<file path="src/rtl/moore_frame_tx_pkg.sv">
// ============================================================================
// moore_frame_tx_pkg : shared state encoding and frame constants
// Revision: 1.0
// ============================================================================
`default_nettype none

package moore_frame_tx_pkg;

   typedef enum logic [2:0] {
      ST_IDLE   = 3'd0,
      ST_START  = 3'd1,
      ST_DATA   = 3'd2,
      ST_PARITY = 3'd3,
      ST_STOP   = 3'd4
   } tx_state_t;

   localparam logic LINE_IDLE = 1'b1;
   localparam int   DATA_BITS = 8;

   function automatic logic even_parity(input logic [DATA_BITS-1:0] d);
      return ^d;
   endfunction

endpackage

`default_nettype wire

</file>
<file path="src/rtl/tx_state_reg.sv">
// ============================================================================
// tx_state_reg : asynchronous-reset holding registers for moore_frame_tx
// Revision: 1.0
// ============================================================================
`default_nettype none

module tx_state_reg
   import moore_frame_tx_pkg::*;
(
   input  logic                 clk,
   input  logic                 rst,
   input  tx_state_t            state_d,
   input  logic [7:0]           baud_d,
   input  logic [2:0]           idx_d,
   input  logic [DATA_BITS-1:0] shreg_d,
   input  logic                 parity_d,
   output tx_state_t            state_q,
   output logic [7:0]           baud_q,
   output logic [2:0]           idx_q,
   output logic [DATA_BITS-1:0] shreg_q,
   output logic                 parity_q
);

   always_ff @(posedge clk or posedge rst) begin
      if (rst) begin
         state_q  <= ST_IDLE;
         baud_q   <= 8'd0;
         idx_q    <= 3'd0;
         shreg_q  <= '0;
         parity_q <= 1'b0;
      end else begin
         state_q  <= state_d;
         baud_q   <= baud_d;
         idx_q    <= idx_d;
         shreg_q  <= shreg_d;
         parity_q <= parity_d;
      end
   end

endmodule

`default_nettype wire

</file>
<file path="src/rtl/moore_frame_tx.sv">
// ============================================================================
// moore_frame_tx : Moore-style serial frame transmitter, start/8 data/parity/stop
// Revision: 1.0
// ============================================================================
`default_nettype none

module moore_frame_tx
   import moore_frame_tx_pkg::*;
#(
   parameter int CLKS_PER_BIT = 4,
   parameter int PARITY_EN    = 1
)
(
   input  logic       inputClk,
   input  logic       inputR,
   input  logic [7:0] inputData,
   input  logic       inputValid,
   output logic       outputReady,
   output logic       outputSerial,
   output logic       outputBusy,
   output logic       outputDone
);

   localparam logic [7:0] BAUD_LAST  = 8'(CLKS_PER_BIT - 1);
   localparam logic [2:0] LAST_BIT   = 3'(DATA_BITS - 1);
   localparam bit         HAS_PARITY = (PARITY_EN != 0);

   tx_state_t            state, state_nxt;
   logic [7:0]           baud, baud_nxt;
   logic [2:0]           idx, idx_nxt;
   logic [DATA_BITS-1:0] shreg, shreg_nxt;
   logic                 parity, parity_nxt;
   logic                 bit_end;

   tx_state_reg u_regs (
      .clk      (inputClk),
      .rst      (inputR),
      .state_d  (state_nxt),
      .baud_d   (baud_nxt),
      .idx_d    (idx_nxt),
      .shreg_d  (shreg_nxt),
      .parity_d (parity_nxt),
      .state_q  (state),
      .baud_q   (baud),
      .idx_q    (idx),
      .shreg_q  (shreg),
      .parity_q (parity)
   );

   assign bit_end = (baud == BAUD_LAST);

   always_comb begin
      state_nxt  = state;
      baud_nxt   = baud + 8'd1;
      idx_nxt    = idx;
      shreg_nxt  = shreg;
      parity_nxt = parity;
      case (state)
         ST_IDLE: begin
            baud_nxt = 8'd0;
            if (inputValid) begin
               state_nxt  = ST_START;
               idx_nxt    = 3'd0;
               shreg_nxt  = inputData;
               parity_nxt = even_parity(inputData);
            end
         end
         ST_START: begin
            if (bit_end) begin
               baud_nxt  = 8'd0;
               state_nxt = ST_DATA;
            end
         end
         ST_DATA: begin
            if (bit_end) begin
               baud_nxt  = 8'd0;
               shreg_nxt = shreg >> 1;
               idx_nxt   = idx + 3'd1;
               if (idx == LAST_BIT) begin
                  state_nxt = HAS_PARITY ? ST_PARITY : ST_STOP;
               end
            end
         end
         ST_PARITY: begin
            if (bit_end) begin
               baud_nxt  = 8'd0;
               state_nxt = ST_STOP;
            end
         end
         ST_STOP: begin
            if (bit_end) begin
               baud_nxt  = 8'd0;
               state_nxt = ST_IDLE;
            end
         end
         default: begin
            baud_nxt  = 8'd0;
            state_nxt = ST_IDLE;
         end
      endcase
   end

   // Outputs depend only on registered state, never on inputValid/inputData.
   always_comb begin
      outputSerial = LINE_IDLE;
      case (state)
         ST_START:  outputSerial = 1'b0;
         ST_DATA:   outputSerial = shreg[0];
         ST_PARITY: outputSerial = parity;
         default:   outputSerial = LINE_IDLE;
      endcase
   end

   assign outputReady = (state == ST_IDLE);
   assign outputBusy  = (state != ST_IDLE);
   assign outputDone  = (state == ST_STOP) && bit_end;

endmodule

`default_nettype wire

</file>
<file path="config.mk">
export PLATFORM = sky130hd
export DESIGN_NAME = moore_frame_tx
export DESIGN_NICKNAME = d
export VERILOG_FILES = /design/src/rtl/moore_frame_tx_pkg.sv /design/src/rtl/tx_state_reg.sv /design/src/rtl/moore_frame_tx.sv
export SDC_FILE = /design/constraint.sdc
export NUM_CORES = 1
export LEC_CHECK = 0
export CAP_MARGIN = 20
export CELL_PAD_IN_SITES_DETAIL_PLACEMENT = 0
export CELL_PAD_IN_SITES_GLOBAL_PLACEMENT = 1
export CORE_ASPECT_RATIO = 0.75
export CORE_UTILIZATION = 30
export DETAILED_ROUTE_END_ITERATION = 8
export GPL_TIMING_DRIVEN = 0
export PLACE_DENSITY = 0.68
export RECOVER_POWER = 100
export SYNTH_ARGS = -nofsm -noshare
export SYNTH_HDL_FRONTEND = slang
export SYNTH_SLANG_ARGS = --single-unit
</file>
<file path="constraint.sdc">
create_clock -name inputClk -period 3.4 [get_ports inputClk]
set_clock_uncertainty 0.2 [all_clocks]
set_input_delay 0.51 -clock inputClk [delete_from_list [all_inputs] [get_ports inputClk]]
set_output_delay 0.51 -clock inputClk [all_outputs]
set_load 0.005 [all_outputs]
</file>
# Word-level counts from Yosys, hierarchy flattened
# Index checks and enable logic that the tools add are counted.
[word_totals] memories=0 mem_bits_ro=0 inputBits=11 latch_bits=0 output_inout_bits=4 register_bits=23 ramBits=0 elab_cells=44
[op_classes] n_shift=0 n_mux=16 order_cmp=0 bitwise_logic=0 n_eq_ne=12 n_reduce_logical=9 multipliers=0 n_div=0 n_addsub=2
[op_table] cell="$mux 8" n=4
[op_table] cell="$mux 3" n=8
[op_table] cell="$pmux 8 s2" n=1
[op_table] cell="$pmux 3 s5" n=1
[op_table] cell="$ne 2x2->1 const B" n=6
[op_table] cell="$add 8x1->8 const B" n=1
[op_table] cell="$eq 8x2->1 const B" n=1
[op_table] cell="$reduce_xor 8->1" n=1
[op_table] cell="$eq 3x2->1 const B" n=2
[op_table] cell="$eq 3x3->1 const B" n=2
[op_table] cell="$pmux 3 s2" n=1
[op_table] cell="$reduce_and 6->1" n=1
[op_table] cell="$reduce_or 4->1" n=1
[op_table] cell="$add 3x1->3 const B" n=1
[op_table] cell="$eq 3x1->1 const B" n=1
[op_table] cell="$logic_not 3->1" n=1
[op_table] cell="$pmux 1 s3" n=1
[op_table] cell="$reduce_and 3->1" n=1
[op_table] cell="$reduce_bool 3->1" n=1
[op_table] cell="$reduce_and 2->1" n=1
[op_table] cell="$reduce_bool 2->1" n=1
[op_table] cell="$logic_and 1x1->1" n=1

# Longest topological paths before layout
# Gate-level depths: netlist (run 1).
[logic_depth] depth_word=4 ltp_mapped=7

# Cells and area by module
# Synthesis (run 1) repeated with hierarchy kept, for this count alone.
[hier_totals] cells_unflattened=120 area_unflattened_um2=1186.1
[modules_own_cells] module="moore_frame_tx" area_each_um2=606.8 n_inst=1 cells_each=96
[modules_own_cells] module="tx_state_reg" area_each_um2=579.3 n_inst=1 cells_each=24

# Worst setup path before layout (run 1)
# No wires, ideal clock.
[synth_path] path_type="input-to-output" from="in u_regs.baud_q[0]" to="out outputDone" path_buffers=0 cell_stages=5 required_ps=2690 arrival_ps=1075 path_slack_ps=1615 path_cell_list="dfrtp_1 -> ha_1 -> nor4b_4 -> nand2_1 -> nor2_1"
[synth_between] elab_chain_cells=2
[synth_lines] element="from (decl)" line="tx_state_reg.sv:18" text="output logic [7:0] baud_q,"
[synth_lines] element="$eq 8x2->1" line="moore_frame_tx.sv:50" text="assign bit_end = (baud == BAUD_LAST);"
[synth_lines] element="$logic_and 1x1->1" line="moore_frame_tx.sv:116" text="assign outputDone = (state == ST_STOP) && bit_end;"
[synth_lines] element="to (decl)" line="moore_frame_tx.sv:21" text="output logic outputDone"
# Every way passes these cells.

# Final worst setup path (run 1)
# Ends and elaborated chain as after synthesis.

==> impl_metrics.env, run 1 <==
export IMPL_status="completed"
export IMPL_antenna_found_initial=0
export IMPL_final_util_pct=38.5
export IMPL_cts_setup_buffers=0
export IMPL_path_buf_inv=1
export IMPL_die_area_sq_mm=0.00431
export IMPL_tns_ns=0
export IMPL_reg2reg_depth=5
export IMPL_die_height_microns=57.1
export IMPL_ys_seq_area_share_pct=47.4
export IMPL_synth_area_top_cells="dfrtp_1, xnor2_1, mux2i_1"
export IMPL_synth_cell_type_count=29
export IMPL_register_area_sq_um=576
export IMPL_clock_sinks=23
export IMPL_num_rows=19
export IMPL_finalMaxSlewViolations=0
export IMPL_cts_resized=0
export IMPL_antennaDiodeCount=0
export IMPL_wl_met3_microns=70
export IMPL_finalHoldViolCount=0
export IMPL_dpl_cell_count=185
export IMPL_wl_met2_microns=883
export IMPL_drtPass1Iterations=4
export IMPL_route_detailed_vias_per_inst=4.50
export IMPL_hold_buffers=0
export IMPL_min_period_ns=2.74
export IMPL_cp_start_kind="register"
export IMPL_drive_above_1_share_pct=8.76
export IMPL_fin_cells=189
export IMPL_final_fill_count=390
export IMPL_dp_hpwl_microns=1620
export IMPL_globalplace_congestion=0.738
export IMPL_wirelength_microns=2130
export IMPL_htreeDepth=1
export IMPL_fin_crit_sh_pct=80.5
export IMPL_yosys_top_cells_count="dfrtp_1, nand2_1, nand3_1, xnor2_1, nor2_1"
export IMPL_clk_pin_slew_ns=0.08
export IMPL_wl_met1_microns=1170
export IMPL_maxSlewHeadroom_pct=41.9
export IMPL_initial_utilization_pct=32.3
export IMPL_syn_to_final_growth_pct=19.3
export IMPL_yosys_warnings=0
export IMPL_async_reset_ff_share_pct=100
export IMPL_setup_violations=0
export IMPL_end_kind="output pin"
export IMPL_grt_usage_pct=11.9
export IMPL_grt_max_degree=24
export IMPL_clk_latency_ns=0.26
export IMPL_post_dp_cell_area_sq_mm=0.00142
export IMPL_rsz0062_at_grt="no"
export IMPL_cts_buffer_depth=2
export IMPL_worst_pin_slew_ns=0.870
export IMPL_final_area_sq_mm=0.00145
export IMPL_synth_area_leader_cell="dfrtp_1"
export IMPL_grt_pass1_wl_microns=3860
export IMPL_ys_ff_latch=23
export IMPL_reg2reg_from="u_regs.baud_q[0]"
export IMPL_hold_slack_ns=0.262
export IMPL_p_leak_nw=0.626
export IMPL_path_class="reg -> out"
export IMPL_die_w_microns=75.4
export IMPL_top_layer="met4"
export IMPL_min_path_cells=1
export IMPL_wire_per_inst_microns=11.3
export IMPL_avgSynthCellArea_sq_um=10.2
export IMPL_cp_arrival_ns=2.03
export IMPL_hp_start="u_regs.baud_q[0]"
export IMPL_crit_slowest_cell="dlygate4sd3_1"
export IMPL_synth_edff_count=0
export IMPL_max_stage_delay_ns=0.57
export IMPL_crit_chain="ha_1 > nor4b_4 > nand2_1 > nor2_1 > dlygate4sd3_1"
export IMPL_ir_drop_v=0.000248
export IMPL_power_density_mw_per_mm2=678
export IMPL_vias=850
export IMPL_grt_pass1_vias=829
export IMPL_min_path_type="reg -> reg"
export IMPL_cts_tree="built"
export IMPL_core_sq_mm=0.00376
export IMPL_ys_flop_type="dfrtp_1"
export IMPL_r2r_setup_slack_ns=1.23
export IMPL_synth_top_area_share_pct=47.4
export IMPL_cap_violations=0
export IMPL_final_nets=152
export IMPL_overflow=0
export IMPL_dp_slack_ns=0.955
export IMPL_fin_ws_ns=0.663
export IMPL_numPortBuffers=14
export IMPL_cp_max_fo=5
export IMPL_worstReg2RegEnd="u_regs.shreg_q[1]"
export IMPL_critPathRequiredTime_ns=2.69
export IMPL_finalPower_mw=0.981
export IMPL_worst_hold_path_endpoint="u_regs.baud_q[0]"
export IMPL_syn_area_sq_mm=0.00121
export IMPL_ios=15
export IMPL_multiInputGateArea_sq_um=576
export IMPL_syn_nets=133
export IMPL_path_delay_family="simple AND/OR/NAND/NOR gates"
export IMPL_fmax_mhz=365
export IMPL_cts_root_buf="clkbuf_8"
export IMPL_ant_nets=0
export IMPL_syn_inst=119
export IMPL_cts_buffers=3
export IMPL_drt_iter0_markers=59
export IMPL_synth_most_common_cell="dfrtp_1"
export IMPL_drc=0
## state kept, by name (all words and copies together) (netlist names)
| register | flops |
|---|---|
| u_regs.idx_q | 3 |
| u_regs.baud_q | 8 |
| u_regs.shreg_q | 8 |
| u_regs.state_q | 3 |
| u_regs.parity_q | 1 |
## layout by cell type, fill, tap and decap left out, types with 2 or more instances in the layout
| cell | count |
|---|---|
| a21oi_1 | 2 |
| and2_0 | 2 |
| clkbuf_1 | 2 |
| clkbuf_8 | 3 |
| clkdlybuf4s50_1 | 9 |
| dfrtp_1 | 23 |
| dlygate4sd3_1 | 5 |
| ha_1 | 3 |
| inv_1 | 5 |
| mux2i_1 | 7 |
| nand2_1 | 15 |
| nand3_1 | 11 |
| nor2_1 | 10 |
| o21ai_0 | 9 |
| o21ai_1 | 2 |
| xnor2_1 | 11 |
| xor2_1 | 4 |
## cell type report
type                    instances  area share (%)
repair buffers                 14            9.68
flip-flops and latches         23            39.8
plain buffers                   4            1.90
inverters                       5            1.30
multi-input cells              87            39.8
well taps                      52            4.49
clock buffers                   4            3.11
## metal layers
layer | global-route usage [%] | vias to the layer above
li1 | - | 439
met1 | 19.0 | 394
met2 | 16.5 | 15
met3 | 2.65 | 2
met4 | 2.38 | 0
met5 | 0 | -
## worst max-delay path by stage
| stage | endpoint | start | depth (start not counted) | slack (ns) |
|---|---|---|---|---|
| 2_1_floorplan | outputDone | u_regs.baud_q[0] | 4 | 1.61 |
| 3_3_place_gp | outputDone | u_regs.baud_q[0] | 5 | 0.95 |
| 3_5_place_dp | outputDone | u_regs.baud_q[0] | 5 | 0.95 |
| 4_1_cts | outputDone | u_regs.baud_q[0] | 5 | 0.66 |
| 5_1_grt | outputDone | u_regs.baud_q[0] | 5 | 0.45 |
| 6_report | outputDone | u_regs.baud_q[0] | 5 | 0.66 |
## cell families (layout without fill, tap and decap cells)
kind of cell             after synthesis  after routing  share of synthesized area, %
flip-flops                            23             23                          47.4
adder cells (fa/ha/maj)                3              3                          3.09
AND/OR/NAND/NOR                       46             46                          19.8
XOR/XNOR                              15             15                          10.8
multiplexers                           7              7                          5.77
buffers and inverters                  9             27                          4.43
AO/OA/AOI/OAI                         16             16                          8.66
## report_power, final
group | total (mW) | switching (mW) | internal, mW
Sequential | 0.422 | 0.0597 | 0.363
Combinational | 0.391 | 0.203 | 0.189
Clock | 0.168 | 0.0842 | 0.0834
Total | 0.981 | 0.347 | 0.635
Power figures use the tool's default switching activity.
==> run 2, diff against run 1 <==
- PLACE_DENSITY: 0.68 -> 0.7
- clock period: 3.4 -> 2.5 ns (I/O delays scaled with it)
==> impl_metrics.env, run 2 (synthesis gave the netlist of run 1 again) <==
export IMPL_num_rows=19
export IMPL_cp_max_fo=8
export IMPL_end_kind="output pin"
export IMPL_die_w_microns=75.4
export IMPL_met3_usage_pct=3.53
export IMPL_antennaDiodeCount=0
export IMPL_worstReg2RegEnd="u_regs.shreg_q[2]"
export IMPL_globalplace_congestion=0.770
export IMPL_wirelength_microns=2220
export IMPL_reg2reg_depth=6
export IMPL_worst_hold_path_endpoint="u_regs.shreg_q[3]"
export IMPL_p_sw_mw=0.500
export IMPL_tns_ns=0
export IMPL_swShare_pct=35.8
export IMPL_overflow=0
export IMPL_critPathRequiredTime_ns=1.92
export IMPL_cts_tree="built"
export IMPL_cp_arrival_ns=1.81
export IMPL_finalHoldViolCount=0
export IMPL_layout_common_cells="dfrtp_1, nand2_1, clkdlybuf4s50_1, nand3_1, xnor2_1"
export IMPL_clk_latency_ns=0.27
export IMPL_min_path_type="reg -> reg"
export IMPL_fin_crit_sh_pct=95.3
export IMPL_ant_nets=0
export IMPL_die_height_microns=57.1
export IMPL_route_detailed_vias_per_inst=4.59
export IMPL_worst_pin_slew_ns=0.875
export IMPL_initial_utilization_pct=32.3
export IMPL_drt_iter0_markers=39
export IMPL_cts_buffers=3
export IMPL_numPortBuffers=14
export IMPL_grt_usage_pct=11.8
export IMPL_fin_ws_ns=0.119
export IMPL_ir_drop_v=0.000414
export IMPL_finalMaxSlewViolations=0
export IMPL_path_class="reg -> out"
export IMPL_drtPass1Iterations=5
export IMPL_antenna_found_initial=0
export IMPL_crit_chain="clkbuf_4 > or3_4 > inv_1 > clkdlybuf4s50_1"
export IMPL_rsz0062_at_grt="no"
export IMPL_grt_use_met1_pct=17.6
export IMPL_reg2reg_from="u_regs.baud_q[0]"
export IMPL_maxSlewHeadroom_pct=41.6
export IMPL_min_path_cells=2
export IMPL_htreeDepth=1
export IMPL_cts_root_buf="clkbuf_8"
export IMPL_power_density_mw_per_mm2=943
export IMPL_cap_violations=0
export IMPL_comb_power_share_pct=41.3
export IMPL_finalPower_mw=1.40
export IMPL_max_stage_delay_ns=0.52
export IMPL_crit_start="u_regs.state_q[0]"
export IMPL_ios=15
export IMPL_setup_violations=0
export IMPL_top_regs="u_regs.baud_q: 8 flops, u_regs.shreg_q: 8 flops"
export IMPL_crit_slowest_cell="clkdlybuf4s50_1"
export IMPL_hp_start="u_regs.shreg_q[3]"
export IMPL_drive_above_1_share_pct=11.4
export IMPL_syn_to_final_growth_pct=22.2
export IMPL_status="completed"
export IMPL_fmax_mhz=420
export IMPL_cp_start_kind="register"
export IMPL_p_int_mw=0.897
export IMPL_final_area_sq_mm=0.00148
export IMPL_grt_max_degree=24
export IMPL_power_frac_clock_pct=16.8
export IMPL_post_dp_cell_area_sq_mm=0.00142
export IMPL_dp_slack_ns=0.176
export IMPL_hold_slack_ns=0.284
export IMPL_mostFrequentLayoutCell="dfrtp_1"
export IMPL_drc=0
export IMPL_r2r_setup_slack_ns=0.20
export IMPL_dp_hpwl_microns=1650
export IMPL_seq_power_share_pct=41.9
export IMPL_clk_pin_slew_ns=0.09
export IMPL_final_nets=155
export IMPL_grt_pass1_vias=829
export IMPL_grt_use_met2_pct=17.1
export IMPL_p_leak_nw=0.633
export IMPL_clock_sinks=23
export IMPL_vias=881
export IMPL_grt_pass1_wl_microns=3840
export IMPL_die_area_sq_mm=0.00431
export IMPL_top_usage_layer="met1"
export IMPL_min_period_ns=2.38
export IMPL_wire_per_inst_microns=11.6
export IMPL_core_sq_mm=0.00376
export IMPL_cts_buffer_depth=2
export IMPL_hold_buffers=0
-- run 2: worst max-delay path, delay by kind of cell, from the launching register on --
family        cells  cell delay, ns
buf+inv           3            0.80
flops             1            0.36
simple gates      1            0.37
-- run 2: per-stage QoR --
| step | cells | utilization (%) |
|---|---|---|
| after CTS | 190 | 39.2 |
| after detailed placement | 185 | 37.8 |
| after floorplan | 119 | - |
| final | 192 | 39.5 |
| after global placement | 185 | 37.8 |
| after global routing | 192 | 39.5 |
-- run 2: power by group through the flow --
stage	logic, mW	clock network [mW]	registers, mW
after global routing	0.660	0.260	0.604
after detailed placement	0.579	0	0.584
final	0.577	0.235	0.585
after floorplan	0.426	0	0.560
after CTS	0.587	0.243	0.576
after global placement	0.564	0	0.579
-- run 2: how the worst max path moves through the flow --
| stage | end | cells after the start |
|---|---|---|
| finish | outputReady | 4 |
| global route | outputDone | 5 |
| CTS | outputDone | 5 |
| detailed placement | outputDone | 5 |
| global placement | outputDone | 5 |
| floorplan | outputDone | 4 |
-- run 2: layout make-up --
cell class                 instances  area (sq um)
fill                             400          2270
multi-input combinational         87           594
sequential                        23           576
timing repair buffer              17           159
tap                               52          65.1
clock buffer                       3          41.3
buffer                             4          23.8
inverter                           5          18.8
clock inverter                     1          5.00
-- run 2: per-layer routing --
| metal | wire length, microns | vias up | part of all wire, % |
|---|---|---|---|
| li1 | - | 447 | - |
| met1 | 1150 | 417 | 52 |
| met3 | 97 | 3 | 4.4 |
| met2 | 969 | 14 | 44 |
| met5 | 0 | - | 0 |
| met4 | 8 | 0 | 0.36 |
-- run 2: what timing repair did --
action	in CTS	in global routing
cloned	0	0
setup endpoints to repair	1	1
buffers inserted	1	2
gates resized for setup	0	3
